File: src/rtl/myrisc_load_ctrl_pkg.sv
// Shared definitions for the instruction-memory loader: FSM states,
// the load start marker and the instruction memory geometry.
package myrisc_load_ctrl_pkg;

    // Instruction memory is addressed by 8-bit word addresses.
    localparam int IMEM_ADDR_W = 8;
    localparam int IMEM_DATA_W = 16;

    // Byte that opens a load frame; it also restarts a load from RUN.
    localparam logic [7:0] LOAD_START_BYTE = 8'hA5;

    typedef enum logic [2:0] {
        IDLE  = 3'd0,
        COUNT = 3'd1,
        HI    = 3'd2,
        LO    = 3'd3,
        CSUM  = 3'd4,
        RUN   = 3'd5
    } load_state_t;

    // States in which the loader is waiting for the next frame byte and
    // the inter-byte timeout is therefore armed.
    function automatic logic is_loading(input load_state_t state);
        return (state == COUNT) || (state == HI) || (state == LO) || (state == CSUM);
    endfunction

endpackage

File: src/rtl/myrisc_load_ctrl_if.sv
// Bus bundle between the loader controller and its environment: the byte
// loader, the core fetch port and the instruction RAM port.
interface myrisc_load_ctrl_if;
    import myrisc_load_ctrl_pkg::*;

    // Loader byte stream.
    logic                   in_byte_valid;
    logic [7:0]             in_byte_data;
    // Core fetch request.
    logic                   in_fetch_req;
    logic [IMEM_ADDR_W-1:0] in_fetch_addr;
    // Instruction RAM.
    logic [IMEM_DATA_W-1:0] in_mem_rdata;
    logic [IMEM_ADDR_W-1:0] out_mem_addr;
    logic                   out_mem_we;
    logic [IMEM_DATA_W-1:0] out_mem_wdata;
    // Core fetch response and control.
    logic                   out_fetch_ack;
    logic [IMEM_DATA_W-1:0] out_fetch_data;
    logic                   out_core_run;
    logic                   out_load_error;

    // Environment side: loader, core and RAM drive the in_* signals.
    modport master (
        output in_byte_valid, in_byte_data, in_fetch_req, in_fetch_addr, in_mem_rdata,
        input  out_mem_addr, out_mem_we, out_mem_wdata,
        input  out_fetch_ack, out_fetch_data, out_core_run, out_load_error
    );

    // Controller side.
    modport slave (
        input  in_byte_valid, in_byte_data, in_fetch_req, in_fetch_addr, in_mem_rdata,
        output out_mem_addr, out_mem_we, out_mem_wdata,
        output out_fetch_ack, out_fetch_data, out_core_run, out_load_error
    );

endinterface

File: src/rtl/myrisc_load_timeout.sv
// Loadable down-counter that flags a run of TIMEOUT_CYCLES consecutive
// counting cycles. Reloading on every frame byte makes it an inter-byte
// idle timer.
module myrisc_load_timeout #(
    parameter int unsigned TIMEOUT_CYCLES = 65535
) (
    input  logic in_clock,
    input  logic in_reset,
    input  logic load,      // reload to TIMEOUT_CYCLES
    input  logic tick,      // count one idle cycle
    output logic expired    // this tick is the TIMEOUT_CYCLES-th in a row
);

    localparam int CNT_W = $clog2(TIMEOUT_CYCLES + 1);
    localparam logic [CNT_W-1:0] LOAD_VALUE = CNT_W'(TIMEOUT_CYCLES);

    logic [CNT_W-1:0] count;

    // Reload takes priority; otherwise count down and hold at zero.
    always_ff @(posedge in_clock or posedge in_reset) begin
        if (in_reset) begin
            count <= '0;
        end else if (load) begin
            count <= LOAD_VALUE;
        end else if (tick && (count != '0)) begin
            count <= count - CNT_W'(1);
        end
    end

    // The last allowed idle cycle is the one that sees a count of one.
    assign expired = tick && !load && (count == CNT_W'(1));

endmodule

File: src/rtl/myrisc_load_ctrl.sv
// Instruction-memory loader and fetch front end. Receives a framed byte
// stream (A5, count, hi/lo word pairs, XOR checksum), writes the words into
// the instruction RAM while the core is held, then releases the core and
// serves its fetches from the same RAM port.
module myrisc_load_ctrl
    import myrisc_load_ctrl_pkg::*;
#(
    parameter int unsigned TIMEOUT_CYCLES = 65535
) (
    input logic               in_clock,
    input logic               in_reset,
    myrisc_load_ctrl_if.slave bus
);

    load_state_t state, next_state;

    // Frame datapath.
    logic [7:0]             words_left;   // 0 encodes 256 words
    logic [IMEM_ADDR_W-1:0] wr_addr;      // next word address to write
    logic [7:0]             hi_byte;
    logic [7:0]             csum;

    // Registered RAM write port and fetch response.
    logic                   we_q;
    logic [IMEM_ADDR_W-1:0] waddr_q;
    logic [IMEM_DATA_W-1:0] wdata_q;
    logic                   ack_q;
    logic                   core_run_q;
    logic                   load_error_q;

    // FSM strobes.
    logic start_load;
    logic take_count;
    logic take_hi;
    logic take_lo;
    logic set_error;
    logic fetch_accept;

    logic byte_start;
    logic timer_load;
    logic timer_tick;
    logic timer_expired;

    assign byte_start = bus.in_byte_valid && (bus.in_byte_data == LOAD_START_BYTE);

    // Any byte, or being outside a frame, rearms the idle timer.
    assign timer_load = bus.in_byte_valid || !is_loading(state);
    assign timer_tick = !timer_load;

    myrisc_load_timeout #(
        .TIMEOUT_CYCLES (TIMEOUT_CYCLES)
    ) u_timeout (
        .in_clock (in_clock),
        .in_reset (in_reset),
        .load     (timer_load),
        .tick     (timer_tick),
        .expired  (timer_expired)
    );

    // State register.
    always_ff @(posedge in_clock or posedge in_reset) begin
        if (in_reset) begin
            state <= IDLE;
        end else begin
            // NOTE: every clocked register uses non-blocking assignment so all
            // flops update together from pre-edge values.
            state <= next_state;
        end
    end

    // Next-state and per-cycle strobes for the frame parser and fetch port.
    always_comb begin
        // NOTE: defaults first so every path assigns every output; no latches.
        next_state   = state;
        start_load   = 1'b0;
        take_count   = 1'b0;
        take_hi      = 1'b0;
        take_lo      = 1'b0;
        set_error    = 1'b0;
        fetch_accept = 1'b0;

        unique case (state)
            IDLE: begin
                if (byte_start) begin
                    start_load = 1'b1;
                    next_state = COUNT;
                end
            end
            COUNT: begin
                if (bus.in_byte_valid) begin
                    take_count = 1'b1;
                    next_state = HI;
                end
            end
            HI: begin
                if (bus.in_byte_valid) begin
                    take_hi    = 1'b1;
                    next_state = LO;
                end
            end
            LO: begin
                if (bus.in_byte_valid) begin
                    take_lo    = 1'b1;
                    next_state = (words_left == 8'd1) ? CSUM : HI;
                end
            end
            CSUM: begin
                if (bus.in_byte_valid) begin
                    if (bus.in_byte_data == csum) begin
                        next_state = RUN;
                    end else begin
                        set_error  = 1'b1;
                        next_state = IDLE;
                    end
                end
            end
            RUN: begin
                // A restart marker wins over a fetch in the same cycle.
                if (byte_start) begin
                    start_load = 1'b1;
                    next_state = COUNT;
                end else if (bus.in_fetch_req) begin
                    fetch_accept = 1'b1;
                end
            end
            default: begin
                next_state = IDLE;
            end
        endcase

        // A stalled frame is abandoned from any loading state.
        if (timer_expired) begin
            set_error  = 1'b1;
            next_state = IDLE;
        end
    end

    // Frame datapath: word count, write address, high byte and checksum.
    always_ff @(posedge in_clock or posedge in_reset) begin
        if (in_reset) begin
            words_left <= '0;
            wr_addr    <= '0;
            hi_byte    <= '0;
            csum       <= '0;
        end else begin
            if (take_count) begin
                words_left <= bus.in_byte_data;
                wr_addr    <= '0;
            end else if (take_lo) begin
                words_left <= words_left - 8'd1;
                wr_addr    <= wr_addr + IMEM_ADDR_W'(1);
            end

            if (take_hi) begin
                hi_byte <= bus.in_byte_data;
            end

            if (start_load) begin
                csum <= '0;
            end else if (take_hi || take_lo) begin
                csum <= csum ^ bus.in_byte_data;
            end
        end
    end

    // RAM write strobe: one cycle after each low byte, carrying the
    // address that was current when the word completed.
    always_ff @(posedge in_clock or posedge in_reset) begin
        if (in_reset) begin
            we_q    <= 1'b0;
            waddr_q <= '0;
            wdata_q <= '0;
        end else begin
            we_q <= take_lo;
            if (take_lo) begin
                waddr_q <= wr_addr;
                wdata_q <= {hi_byte, bus.in_byte_data};
            end
        end
    end

    // Core release, fetch acknowledge and sticky error flag.
    always_ff @(posedge in_clock or posedge in_reset) begin
        if (in_reset) begin
            ack_q        <= 1'b0;
            core_run_q   <= 1'b0;
            load_error_q <= 1'b0;
        end else begin
            ack_q      <= fetch_accept;
            core_run_q <= (next_state == RUN);
            if (set_error) begin
                load_error_q <= 1'b1;
            end else if (start_load) begin
                load_error_q <= 1'b0;
            end
        end
    end

    // In RUN the core owns the RAM address; otherwise the loader does.
    assign bus.out_mem_addr   = (state == RUN) ? bus.in_fetch_addr : waddr_q;
    assign bus.out_mem_we     = we_q;
    assign bus.out_mem_wdata  = wdata_q;
    // RAM read data arrives in the cycle after the address, i.e. with the ack.
    assign bus.out_fetch_ack  = ack_q;
    assign bus.out_fetch_data = ack_q ? bus.in_mem_rdata : '0;
    assign bus.out_core_run   = core_run_q;
    assign bus.out_load_error = load_error_q;

endmodule

File: src/flat_wrapper.sv
// flat-port wrapper written by rule: the top's interface ports become plain ports
module myrisc_load_ctrl_flat import myrisc_load_ctrl_pkg::*;
#(
    parameter int unsigned TIMEOUT_CYCLES = 65535
)
  (in_clock, in_reset, bus_in_byte_valid, bus_in_byte_data, bus_in_fetch_req, bus_in_fetch_addr, bus_in_mem_rdata, bus_out_mem_addr, bus_out_mem_we, bus_out_mem_wdata, bus_out_fetch_ack, bus_out_fetch_data, bus_out_core_run, bus_out_load_error);
  myrisc_load_ctrl_if bus_i ();
  input logic in_clock;
  input logic in_reset;
  input wire logic [$bits(bus_i.in_byte_valid)-1:0] bus_in_byte_valid;
  input wire logic [$bits(bus_i.in_byte_data)-1:0] bus_in_byte_data;
  input wire logic [$bits(bus_i.in_fetch_req)-1:0] bus_in_fetch_req;
  input wire logic [$bits(bus_i.in_fetch_addr)-1:0] bus_in_fetch_addr;
  input wire logic [$bits(bus_i.in_mem_rdata)-1:0] bus_in_mem_rdata;
  output wire logic [$bits(bus_i.out_mem_addr)-1:0] bus_out_mem_addr;
  output wire logic [$bits(bus_i.out_mem_we)-1:0] bus_out_mem_we;
  output wire logic [$bits(bus_i.out_mem_wdata)-1:0] bus_out_mem_wdata;
  output wire logic [$bits(bus_i.out_fetch_ack)-1:0] bus_out_fetch_ack;
  output wire logic [$bits(bus_i.out_fetch_data)-1:0] bus_out_fetch_data;
  output wire logic [$bits(bus_i.out_core_run)-1:0] bus_out_core_run;
  output wire logic [$bits(bus_i.out_load_error)-1:0] bus_out_load_error;
  assign bus_i.in_byte_valid = bus_in_byte_valid;
  assign bus_i.in_byte_data = bus_in_byte_data;
  assign bus_i.in_fetch_req = bus_in_fetch_req;
  assign bus_i.in_fetch_addr = bus_in_fetch_addr;
  assign bus_i.in_mem_rdata = bus_in_mem_rdata;
  assign bus_out_mem_addr = bus_i.out_mem_addr;
  assign bus_out_mem_we = bus_i.out_mem_we;
  assign bus_out_mem_wdata = bus_i.out_mem_wdata;
  assign bus_out_fetch_ack = bus_i.out_fetch_ack;
  assign bus_out_fetch_data = bus_i.out_fetch_data;
  assign bus_out_core_run = bus_i.out_core_run;
  assign bus_out_load_error = bus_i.out_load_error;
  myrisc_load_ctrl #(.TIMEOUT_CYCLES(TIMEOUT_CYCLES)) u_core (.in_clock(in_clock), .in_reset(in_reset), .bus(bus_i));
endmodule
File: config.mk
export PLATFORM = sky130hd
export DESIGN_NAME = myrisc_load_ctrl_flat
export DESIGN_NICKNAME = d
export VERILOG_FILES = /design/src/rtl/myrisc_load_ctrl_pkg.sv /design/src/rtl/myrisc_load_ctrl_if.sv /design/src/rtl/myrisc_load_timeout.sv /design/src/rtl/myrisc_load_ctrl.sv /design/src/flat_wrapper.sv
export SDC_FILE = /design/constraint.sdc
export NUM_CORES = 1
export LEC_CHECK = 0
export CAP_MARGIN = 5
export CORE_AREA = 2 2 85 103
export DETAILED_ROUTE_END_ITERATION = 10
export DIE_AREA = 0 0 87 105
export DONT_BUFFER_PORTS = 1
export GPL_TIMING_DRIVEN = 0
export HOLD_SLACK_MARGIN = 0.03
export SETUP_SLACK_MARGIN = 0.05
export SLEW_MARGIN = 20
export SYNTH_ARGS = -nofsm -noshare
export SYNTH_HDL_FRONTEND = slang
export SYNTH_SLANG_ARGS = --single-unit
File: constraint.sdc
create_clock -name in_clock -period 4.4 [get_ports in_clock]
set_input_delay 0.88 -clock in_clock [delete_from_list [all_inputs] [get_ports in_clock]]
set_output_delay 0.88 -clock in_clock [all_outputs]
set_load 0.005 [all_outputs]
* Yosys cells after proc, flatten, opt, wreduce, memory -nomap -nowiden *
Cells that the tools add are included.

word-level totals
  bits of input ports = 36
  output and inout bits = 44
  register bits = 79
  logic and storage cells = 77

cells by class
  add/subtract/negate cells = 3
  bitwise operators = 1
  reductions and logical operators = 17
  mux-type cells = 34
  eq/ne operators = 10

operators by type and width
  operator                                                                 count
  8-bit 2-to-1 mux                                                         7
  16-bit 2-to-1 mux                                                        3
  3-bit 2-to-1 mux                                                         8
  16-bit by 1-bit equality test with 1-bit output (second input constant)  1
  16-bit nonzero test                                                      1
  16-bit by 1-bit subtractor with 16-bit output (second input constant)    1
  1-bit 2-to-1 mux                                                         15
  3-bit case mux with 5 select lines                                       1
  3-bit equality test (second input constant)                              3
  8-bit by 1-bit adder with 8-bit output (second input constant)           1
  8-bit by 1-bit equality test with 1-bit output (second input constant)   1
  8-bit equality test                                                      1
  8-bit equality test (second input constant)                              1
  2-bit nonzero test                                                       4
  8-bit by 1-bit subtractor with 8-bit output (second input constant)      1
  8-bit XOR                                                                1
  3-bit by 2-bit equality test with 1-bit output (second input constant)   2
  1-bit logical OR                                                         5
  3-bit by 1-bit equality test with 1-bit output (second input constant)   1
  1-bit logical AND                                                        3
  3-bit logical NOT                                                        1
  1-bit logical NOT                                                        2
  2-bit OR reduction                                                       1

* Longest topological paths before layout *
Gate-level depths: netlist (run 1).

  depth after elaboration = 10
  depth in mapped cells = 8
  mapped depth without buffers = 7

* By module *
A second synthesis (run 1) with hierarchy kept.

unflattened totals
  cells, all modules = 428
  area total of the unflattened synthesis = 4023.9 µm²

modules (own cells, without submodules)
  module               area each (µm²)  sequential area each (µm²)  times used  cells an instance
  myrisc_load_ctrl     3123.0           1576.5                      1           333
  myrisc_load_timeout  900.9            400.4                       1           95

* Worst setup path after synthesis (run 1) *
No wires, ideal clock.

  path type = register -> output
  start point = register u_core.state[2]
  end point = output port bus_out_mem_addr[0]
  data arrival time = 1308 ps
  buffers on the path = 1
  cell stages (with the launch flop) = 5
  slack = 2212 ps
  data required time = 3520 ps
  cell sequence = dfrtp_1 clkbuf_1 nor2b_1 nand2_1 mux2_2

between the ends
  cells in the longest elaborated chain, start to end = 2

ends and longest elaborated chain
  item                    RTL line                 source
  start, declared         myrisc_load_ctrl.sv:15   load_state_t state, next_state;
  start signal, assigned  myrisc_load_ctrl.sv:67   state <= next_state;
  3-bit equality test     myrisc_load_ctrl.sv:200  assign bus.out_mem_addr = (state == RUN) ? bus.in_fetch_addr : waddr_q;
  8-bit 2-to-1 mux        myrisc_load_ctrl.sv:200
  end, declared           flat_wrapper.sv:15       output wire logic [$bits(bus_i.out_mem_addr)-1:0] bus_out_mem_addr;

Every way passes these cells.

* Final worst setup path (run 1) *
  start point = register u_core.state[2]
  end point = output port bus_out_mem_addr[4]

The elaborated chain is that of the path after synthesis.

==> results.toml, run 1 <==
[die]
die_h_microns = 105
initial_core_util = 0.4927
die_x_microns = 87
ios = 80
std_cell_rows = 36
die_area_sq_um = 9135
fp.coreArea_sq_um = 8063

[job]
max_cap_violations = 0

[hold_path]
min_path_type = "input pin to async pin"

[clocking]
htreeDepth = 3
clk_transition_reported_paths_ns = 0.08
insertion_delay_ns = 0.35
tritoncts = "done"
clkSinkCount = 79
cts-resized-gates = 0
numCtsBuffers = 9
root_buffer = "clkbuf_8"
cts_setup_buffers = 0
clock_path_buffers = 2
ctsHoldBuffers = 0

[setup_path]
path_class = "flop to output pin"
cp-start-kind = "flop"
setup.worst_path.end_class = "output pin"
arrival_ns = 1.92
cp_max_fo = 10
cp.required_ns = 3.52

[detailed_routing]
drtPass1Iterations = 4
wl_per_cell_microns = 16.50
drcViolationCount = 0
routed_wl_mm = 8.103
vias = 2783
ant_nets = 0
viasPerCell = 5.668
drt-initial-drc-count = 130

[power_and_ir_drop]
p_leak_nw = 1.737
peakVddDrop_mv = 0.2951
powerDensity_nw_per_um2 = 541.1

[logic_synthesis]
synth_nets = 424
ys_types = 46
synth_area_leaders = "dfrtp_1 50%, mux2_2 11%, nand2_1 4.3%"
syn_inst = 383
yosys.area_share.adder = 0.01575
synth_top_family_by_area = "simple AND/OR/NAND/NOR gates"
yosys-mux-area-fraction = 0.1131
synth_seq_cells = 79
synth_top_area_cell = "dfrtp_1"
synth_edf_count = 0
synthXorXnorAreaFrac = 0.06394
yosys_most_used_dff = "dfrtp_1"
synthSimpleGateAreaFrac = 0.2041
yosysWarnings = 0
syn-mean-instance-area_sq_um = 10.37
async_reset_ff_frac = 1.000
synth-seq-area-share = 0.4976
synth_top_area_frac = 0.4976
synth.cell_area_sq_um = 3973
synth_compound_area_frac = 0.08031

[final_layout]
layout_commonest_cell = "dfrtp_1"
instances_no_fill = 491
finalNetCount = 436
drive_gt1_frac = 0.1641
areaGrowthSynthToFinish_pct = 7.905
finish.utilization = 0.5317
final_cell_mix = "79 x dfrtp_1, 46 x nand2_1, 39 x mux2_2, 24 x nor2_1, 19 x o21ai_0"
n_antenna_cell = 0

[placement]
place.gp.congestion = 0.8634
portBuffers = 0
dp_cells = 479
dp.final_hpwl_mm = 5.794

[timing]
hold_viol = 0
drv_slew = 0
rsz0062_at_grt = "no"
slew-limit-headroom = 0.4032
fmax_mhz = 357.0
fin_crit_sh = 0.6367
setup_violations = 0
whs_ns = 0.4415
fin_crit_ns = 2.802
finClkSkew_ns = 0.007459
setup_tns_ns = 0
worstMarginPinSlew_ns = 0.8883

[outcome]
outcome = "finished clean"

[global_route]
grt_max_degree = 41
grt-ovfl-total = 0
grtUsageTotal = 0.1904
grt_pass1_vias = 2773
grt_pass1_wl_mm = 13.55
antenna_found_initial = 0
==> worst paths after layout <==
check	startpoint	endpoint	slack [ns]	cells after the start
max	u_core.state[2]	bus_out_mem_addr[4]	1.60	4
min	in_reset	u_core.hi_byte[6]	0.44	1
max reg2reg	u_core.state[2]	u_core.bus.out_mem_wdata[5]	2.15	6
min reg2reg	u_core.wr_addr[7]	u_core.wr_addr[7]	0.49	1
max in group asynchronous	in_reset	u_core.wr_addr[2]	3.38	2
min in group in_clock	u_core.wr_addr[7]	u_core.wr_addr[7]	0.49	1
==> synthesized netlist by cell type, drive strengths merged (4+ instances only) <==
library cell / instances
nor3: 10
o22ai: 4
dfrtp: 79
and2: 17
nand2b: 5
nor4: 7
or3: 4
or4: 4
inv: 12
nor2b: 4
nand2: 46
mux2: 39
a21oi: 13
ha: 5
nor2: 24
nand3: 14
clkbuf: 11
o21ai: 22
nand4: 4
xnor2: 16
xor2: 13
==> routing by layer <==
layer | global-route usage | up-vias | part of all wire
li1 | - | 1355 | -
met1 | 0.2519 | 1338 | 0.45
met2 | 0.3026 | 80 | 0.48
met3 | 0.04818 | 10 | 0.055
met4 | 0.06362 | 0 | 0.014
met5 | 0 | - | 0
==> through the flow <==
step | worst slack [ns] | power (mW) | cell area (sq um)
2_1_floorplan | 1.497 | 1.666 | 3973
3_3_place_gp | 0.5986 | 1.805 | 4091
3_5_place_dp | 1.856 | 1.833 | 4114
4_1_cts | 1.547 | 2.344 | 4287
5_1_grt | 1.449 | 2.491 | 4287
6_report | 1.599 | 2.319 | 4287
==> flip-flops by register name (all words and copies together) (netlist names), 3 cells and up <==
| name | flops |
|---|---|
| u_core.bus.out_mem_wdata | 16 |
| u_core.csum | 8 |
| u_core.hi_byte | 8 |
| u_core.state | 3 |
| u_core.u_timeout.count | 16 |
| u_core.waddr_q | 8 |
| u_core.words_left | 8 |
| u_core.wr_addr | 8 |
==> worst max-delay path: stages (launching register included) <==
cell and delay, ns:
dfrtp_1 0.35, clkbuf_1 0.31, nor2b_1 0.23, nand2_1 0.29, mux2_2 0.38
==> cell families after synthesis <==
logic type / Yosys count
xor+xnor: 29
buf+inv: 26
simple gates: 150
fa+ha+maj: 5
flops: 79
mux: 40
compound gates: 54
==> layout make-up <==
class                      instances  area [sq um]
fill                             702          3776
sequential                        79          1977
multi-input combinational        278          1896
clock buffer                      10         137.6
tap                               95         118.9
buffer                            14         55.05
inverter                          12         47.55
clock inverter                     2         35.03
timing repair buffer               1         20.02
==> report_power, final <==
group / leakage, nW / switching [mW] / internal [mW]
Sequential: 0.915 / 0.171 / 0.961
Clock: 0.0899 / 0.244 / 0.264
Combinational: 0.733 / 0.357 / 0.322
Total: 1.74 / 0.772 / 1.55
Note: power is estimated with default switching activity, not from simulation.
==> run 2, diff against run 1 <==
==> constraint.sdc (replaced) <==
create_clock -name in_clock -period 2.64 [get_ports in_clock]
set_input_delay 0.528 -clock in_clock [delete_from_list [all_inputs] [get_ports in_clock]]
set_output_delay 0.528 -clock in_clock [all_outputs]
set_load 0.005 [all_outputs]
==> run 2 against run 1 <==
Effect of this change:
- sequential share of layout area about the same
- clock power up 68%
- design area is essentially flat
- non-clock buffer count unchanged
- wire length fell by 0.19%
- first-iteration DRC count shrank 0.77%
- critical path depth unchanged
- hold slack lost 0.35 ns
- critical path type unchanged
- highest routed layer unchanged
==> results.toml, run 2 (synthesis gave the netlist of run 1 again) <==
[clocking]
cts-resized-gates = 0
htreeDepth = 3
numCtsBuffers = 9
clk_transition_reported_paths_ns = 0.08
tritoncts = "done"
insertion_delay_ns = 0.35
clock_path_buffers = 2
cts_setup_buffers = 0
root_buffer = "clkbuf_8"
ctsHoldBuffers = 0
clkSinkCount = 79

[global_route]
grt_use_met3 = 0.04818
grtUsageMet1 = 0.2519
top_usage_layer = "met2"
gr-usage-met2 = 0.3026
grt-ovfl-total = 0
antenna_found_initial = 0
grt_max_degree = 41
grt_pass1_vias = 2773
grtUsageTotal = 0.1904
grt_pass1_wl_mm = 13.55

[placement]
dp_cells = 479
place.gp.congestion = 0.8634
dp.final_hpwl_mm = 5.794
portBuffers = 0

[power_and_ir_drop]
p_sw_mw = 1.292
power.total_mw = 3.872
power_frac_seq = 0.487
powerDensity_nw_per_um2 = 902.8
pwr-share-comb = 0.293
peakVddDrop_mv = 0.4917
p_leak_nw = 1.738
clockPowerShare = 0.220
internal_power_mw = 2.580
p_sw_frac = 0.3337

[setup_path]
r2r_cells = 6
cp.required_ns = 2.11
setup.worst_path.end_class = "output pin"
reg2reg_slack_ns = 0.39
cp_max_fo = 10
path_class = "flop to output pin"
arrival_ns = 1.81
cp-start-kind = "flop"

[final_layout]
drive_gt1_frac = 0.1667
areaGrowthSynthToFinish_pct = 7.968
finalNetCount = 436
final_cell_mix = "79 x dfrtp_1, 45 x nand2_1, 39 x mux2_2, 24 x nor2_1, 19 x o21ai_0"
instances_no_fill = 491
n_antenna_cell = 0
layout_commonest_cell = "dfrtp_1"

[detailed_routing]
ant_nets = 0
vias = 2782
drt-initial-drc-count = 129
viasPerCell = 5.666
wl_per_cell_microns = 16.47
routed_wl_mm = 8.088
drcViolationCount = 0
drtPass1Iterations = 4

[timing]
rsz0062_at_grt = "no"
drv_slew = 0
fmax_mhz = 428.3
fin_crit_ns = 2.335
worstMarginPinSlew_ns = 0.8893
setup_violations = 0
hold_viol = 0
fin_crit_sh = 0.8844
finClkSkew_ns = 0.008917
slew-limit-headroom = 0.4026

[die]
ios = 80
fp.coreArea_sq_um = 8063
initial_core_util = 0.4927
die_x_microns = 87
std_cell_rows = 36
die_area_sq_um = 9135
die_h_microns = 105

[hold_path]
min_path_type = "input pin to async pin"

[outcome]
outcome = "finished clean"

[job]
max_cap_violations = 0
==> run 2: cell count changes in the layout (fill, tap and decap cells not counted) <==
cell / delta
nand2_1: -1
nand2_2: +1
==> run 2: per-stage QoR <==
stage               setup WS, ns  TNS, ns  utilization  area [sq um]  hold slack (ns)
floorplan                0.08862        0            -          3973           0.4463
global placement         -0.8094   -63.58       0.5074          4091           0.4661
detailed placement        0.3564        0       0.5102          4114           0.4745
CTS                       0.1387        0       0.5317          4287          0.08779
global route              0.1519        0       0.5320          4289           0.1201
finish                    0.3051        0       0.5320          4289          0.08938
==> run 2: final timing paths <==
kind                                                    end              start
worst max-delay path                    bus_out_mem_addr[4]    u_core.state[2]
worst min-delay path                      u_core.hi_byte[6]           in_reset
worst max register to register  u_core.bus.out_mem_wdata[5]    u_core.state[2]
worst min register to register            u_core.wr_addr[7]  u_core.wr_addr[7]
max in group asynchronous                 u_core.wr_addr[2]           in_reset
min in group in_clock              u_core.bus.out_fetch_ack  bus_in_byte_valid
==> run 2: power groups by stage <==
stage / Sequential, mW / Clock, mW / Combinational, mW
5_1_grt: 1.94 / 0.913 / 1.30
6_report: 1.89 / 0.852 / 1.13
3_3_place_gp: 1.90 / 0 / 1.11
4_1_cts: 1.89 / 0.871 / 1.15
3_5_place_dp: 1.91 / 0 / 1.14
2_1_floorplan: 1.84 / 0 / 0.940
==> run 2: metal layers <==
metal,wire length [microns],share of wire
met1,3641,0.45
met2,3861,0.48
met3,470,0.058
met4,115,0.014
met5,0,0
==> run 2: worst max-delay path, cell delays in order (launching register included) <==
cell,delay (ns)
dfrtp_1,0.36
clkbuf_1,0.31
nor2b_1,0.26
nand2_2,0.20
mux2_2,0.33
==> run 2: final cells by class <==
cell class	instances	area [sq um]
Tap cell	95	118.9
Sequential cell	79	1977
Fill cell	703	3774
Clock buffer	10	137.6
Clock inverter	2	35.03
Buffer	14	55.05
Multi-Input combinational cell	278	1898
Inverter	12	47.55
Timing Repair Buffer	1	20.02
==> run 3, diff against run 2 <==
--- a/config.mk
+++ b/config.mk
@@ -12,6 +12,7 @@
 export DONT_BUFFER_PORTS = 1
 export GPL_TIMING_DRIVEN = 0
 export HOLD_SLACK_MARGIN = 0.03
+export PLACE_DENSITY = 0.62
 export SETUP_SLACK_MARGIN = 0.05
 export SLEW_MARGIN = 20
 export SYNTH_ARGS = -nofsm -noshare
==> run 3 against run 2 <==
Effect of this change:
- global-route usage increased by 0.84 points
- critical path depth stayed put
- first-iteration DRC count rose by 13%
- critical path type unchanged
- register-to-register slack better by 0.03 ns
- clock power increased by 15%
- sequential share of layout area is 0.44 points lower
- via count grew 0.18%
- combinational power is essentially flat
- design area is 0.96% higher
- die area is the same
- flip-flop and latch count unchanged
- worst setup slack improved by 0.010 ns
==> results.toml, run 3 (synthesis gave the netlist of run 1 again) <==
[placement]
place.gp.congestion = 0.8361
postPlaceCellArea_sq_um = 4114
dp_cells = 479
portBuffers = 0
dp.final_hpwl_mm = 5.893

[timing]
setup_violations = 0
fin_crit_ns = 2.324
worstMarginPinSlew_ns = 0.9011
finClkSkew_ns = 0.01091
hold_viol = 0
rsz0062_at_grt = "no"
slew-limit-headroom = 0.3947
fmax_mhz = 430.2
fin_crit_sh = 0.8805
drv_slew = 0
setup_tns_ns = 0

[setup_path]
setup.worst_path.end_class = "output pin"
arrival_ns = 1.80
crit_end = "bus_out_mem_addr[5]"
r2r-end = "u_core.u_timeout.count[3]"
critPathLaunch = "u_core.state[1]"
cp-start-kind = "flop"
r2r_cells = 5
cp_max_fo = 10
cp.required_ns = 2.11
reg2reg_slack_ns = 0.42
path_class = "flop to output pin"
crit-reg2reg-launch = "u_core.state[1]"

[die]
std_cell_rows = 36
fp.coreArea_sq_um = 8063
die_x_microns = 87
die_area_sq_um = 9135
initial_core_util = 0.4927
ios = 80
die_h_microns = 105

[final_layout]
drive_gt1_frac = 0.1750
n_antenna_cell = 0
areaGrowthSynthToFinish_pct = 9.008
stdcell_area_sq_um = 4330
final_cell_mix = "79 x dfrtp_1, 45 x nand2_1, 39 x mux2_2, 24 x nor2_1, 19 x o21ai_0"
layout_commonest_cell = "dfrtp_1"
multi_input_area_sq_um = 1898
register_area_sq_um = 1977
finalNetCount = 436
instances_no_fill = 495
nFillCells = 711

[job]
max_cap_violations = 0

[clocking]
clock_path_buffers = 2
root_buffer = "clkbuf_8"
numCtsBuffers = 9
clkSinkCount = 79
clk_transition_reported_paths_ns = 0.09
tritoncts = "done"
cts_setup_buffers = 0
insertion_delay_ns = 0.35
ctsHoldBuffers = 0
htreeDepth = 3

[detailed_routing]
drcViolationCount = 0
drtPass1Iterations = 4
routed_wl_mm = 8.368
drt-initial-drc-count = 146
wl_per_cell_microns = 16.91
vias = 2787
viasPerCell = 5.630
ant_nets = 0

[global_route]
antenna_found_initial = 0
grt_pass1_wl_mm = 14.30
grt-ovfl-total = 0
grtUsageTotal = 0.1988
grt_max_degree = 41
grt_pass1_vias = 2880

[power_and_ir_drop]
p_sw_mw = 1.335
internal_power_mw = 2.670
p_sw_frac = 0.3333
powerDensity_nw_per_um2 = 924.8
peakVddDrop_mv = 0.5759
p_leak_nw = 1.754
power.total_mw = 4.005
pwr-share-comb = 0.285
clockPowerShare = 0.244
power_frac_seq = 0.471

[outcome]
outcome = "finished clean"

[hold_path]
min_path_type = "input pin to async pin"
run 3: worst min path at each step:
stage | to | slack (ns)
after floorplan | u_core.wr_addr[7] | 0.45
after global placement | u_core.wr_addr[7] | 0.47
after detailed placement | u_core.bus.out_mem_wdata[11] | 0.48
after CTS | u_core.u_timeout.count[5] | 0.09
after global routing | u_core.u_timeout.count[5] | 0.11
final | u_core.u_timeout.count[5] | 0.08
run 3: cell type report:
| type | instances | share of cell area |
|---|---|---|
| Timing Repair Buffer | 1 | 0.004623 |
| Buffer | 14 | 0.01300 |
| Multi-Input combinational cell | 278 | 0.4383 |
| Tap cell | 95 | 0.02745 |
| Sequential cell | 79 | 0.4565 |
| Clock inverter | 6 | 0.01965 |
| Inverter | 12 | 0.01098 |
| Clock buffer | 10 | 0.02947 |
run 3: routing by layer:
| layer | vias to the layer above | track usage | share of wire |
|---|---|---|---|
| li1 | 1346 | - | - |
| met1 | 1348 | 0.2700 | 0.44 |
| met2 | 85 | 0.3130 | 0.49 |
| met3 | 8 | 0.04265 | 0.057 |
| met4 | 0 | 0.06808 | 0.011 |
| met5 | - | 0 | 0 |
run 3: power groups by stage:
| stage | sequential, mW | combinational [mW] | clock (mW) |
|---|---|---|---|
| 6_report | 1.88 | 1.14 | 0.977 |
| 5_1_grt | 1.95 | 1.30 | 1.05 |
| 4_1_cts | 1.89 | 1.16 | 1.00 |
| 3_5_place_dp | 1.91 | 1.15 | 0 |
| 3_3_place_gp | 1.90 | 1.11 | 0 |
| 2_1_floorplan | 1.84 | 0.940 | 0 |
run 3: through the flow:
step | hold WS, ns | utilization | setup slack [ns]
finish | 0.07803 | 0.5371 | 0.3156
floorplan | 0.4463 | - | 0.08862
detailed placement | 0.4761 | 0.5102 | 0.4061
global route | 0.1112 | 0.5371 | 0.1914
global placement | 0.4723 | 0.5074 | -0.8237
CTS | 0.09447 | 0.5366 | 0.1343
run 3: critical path, stage by stage (launching register included):
cell and delay [ns]:
dfrtp_1 0.32, clkbuf_1 0.35, nor2b_1 0.14, nand2_2 0.24, mux2_2 0.39
run 3: repair_timing:
action                                  CTS  global route
gates resized for setup                   0             3
endpoints found under the setup margin    0             8
hold endpoints to repair                  0             0
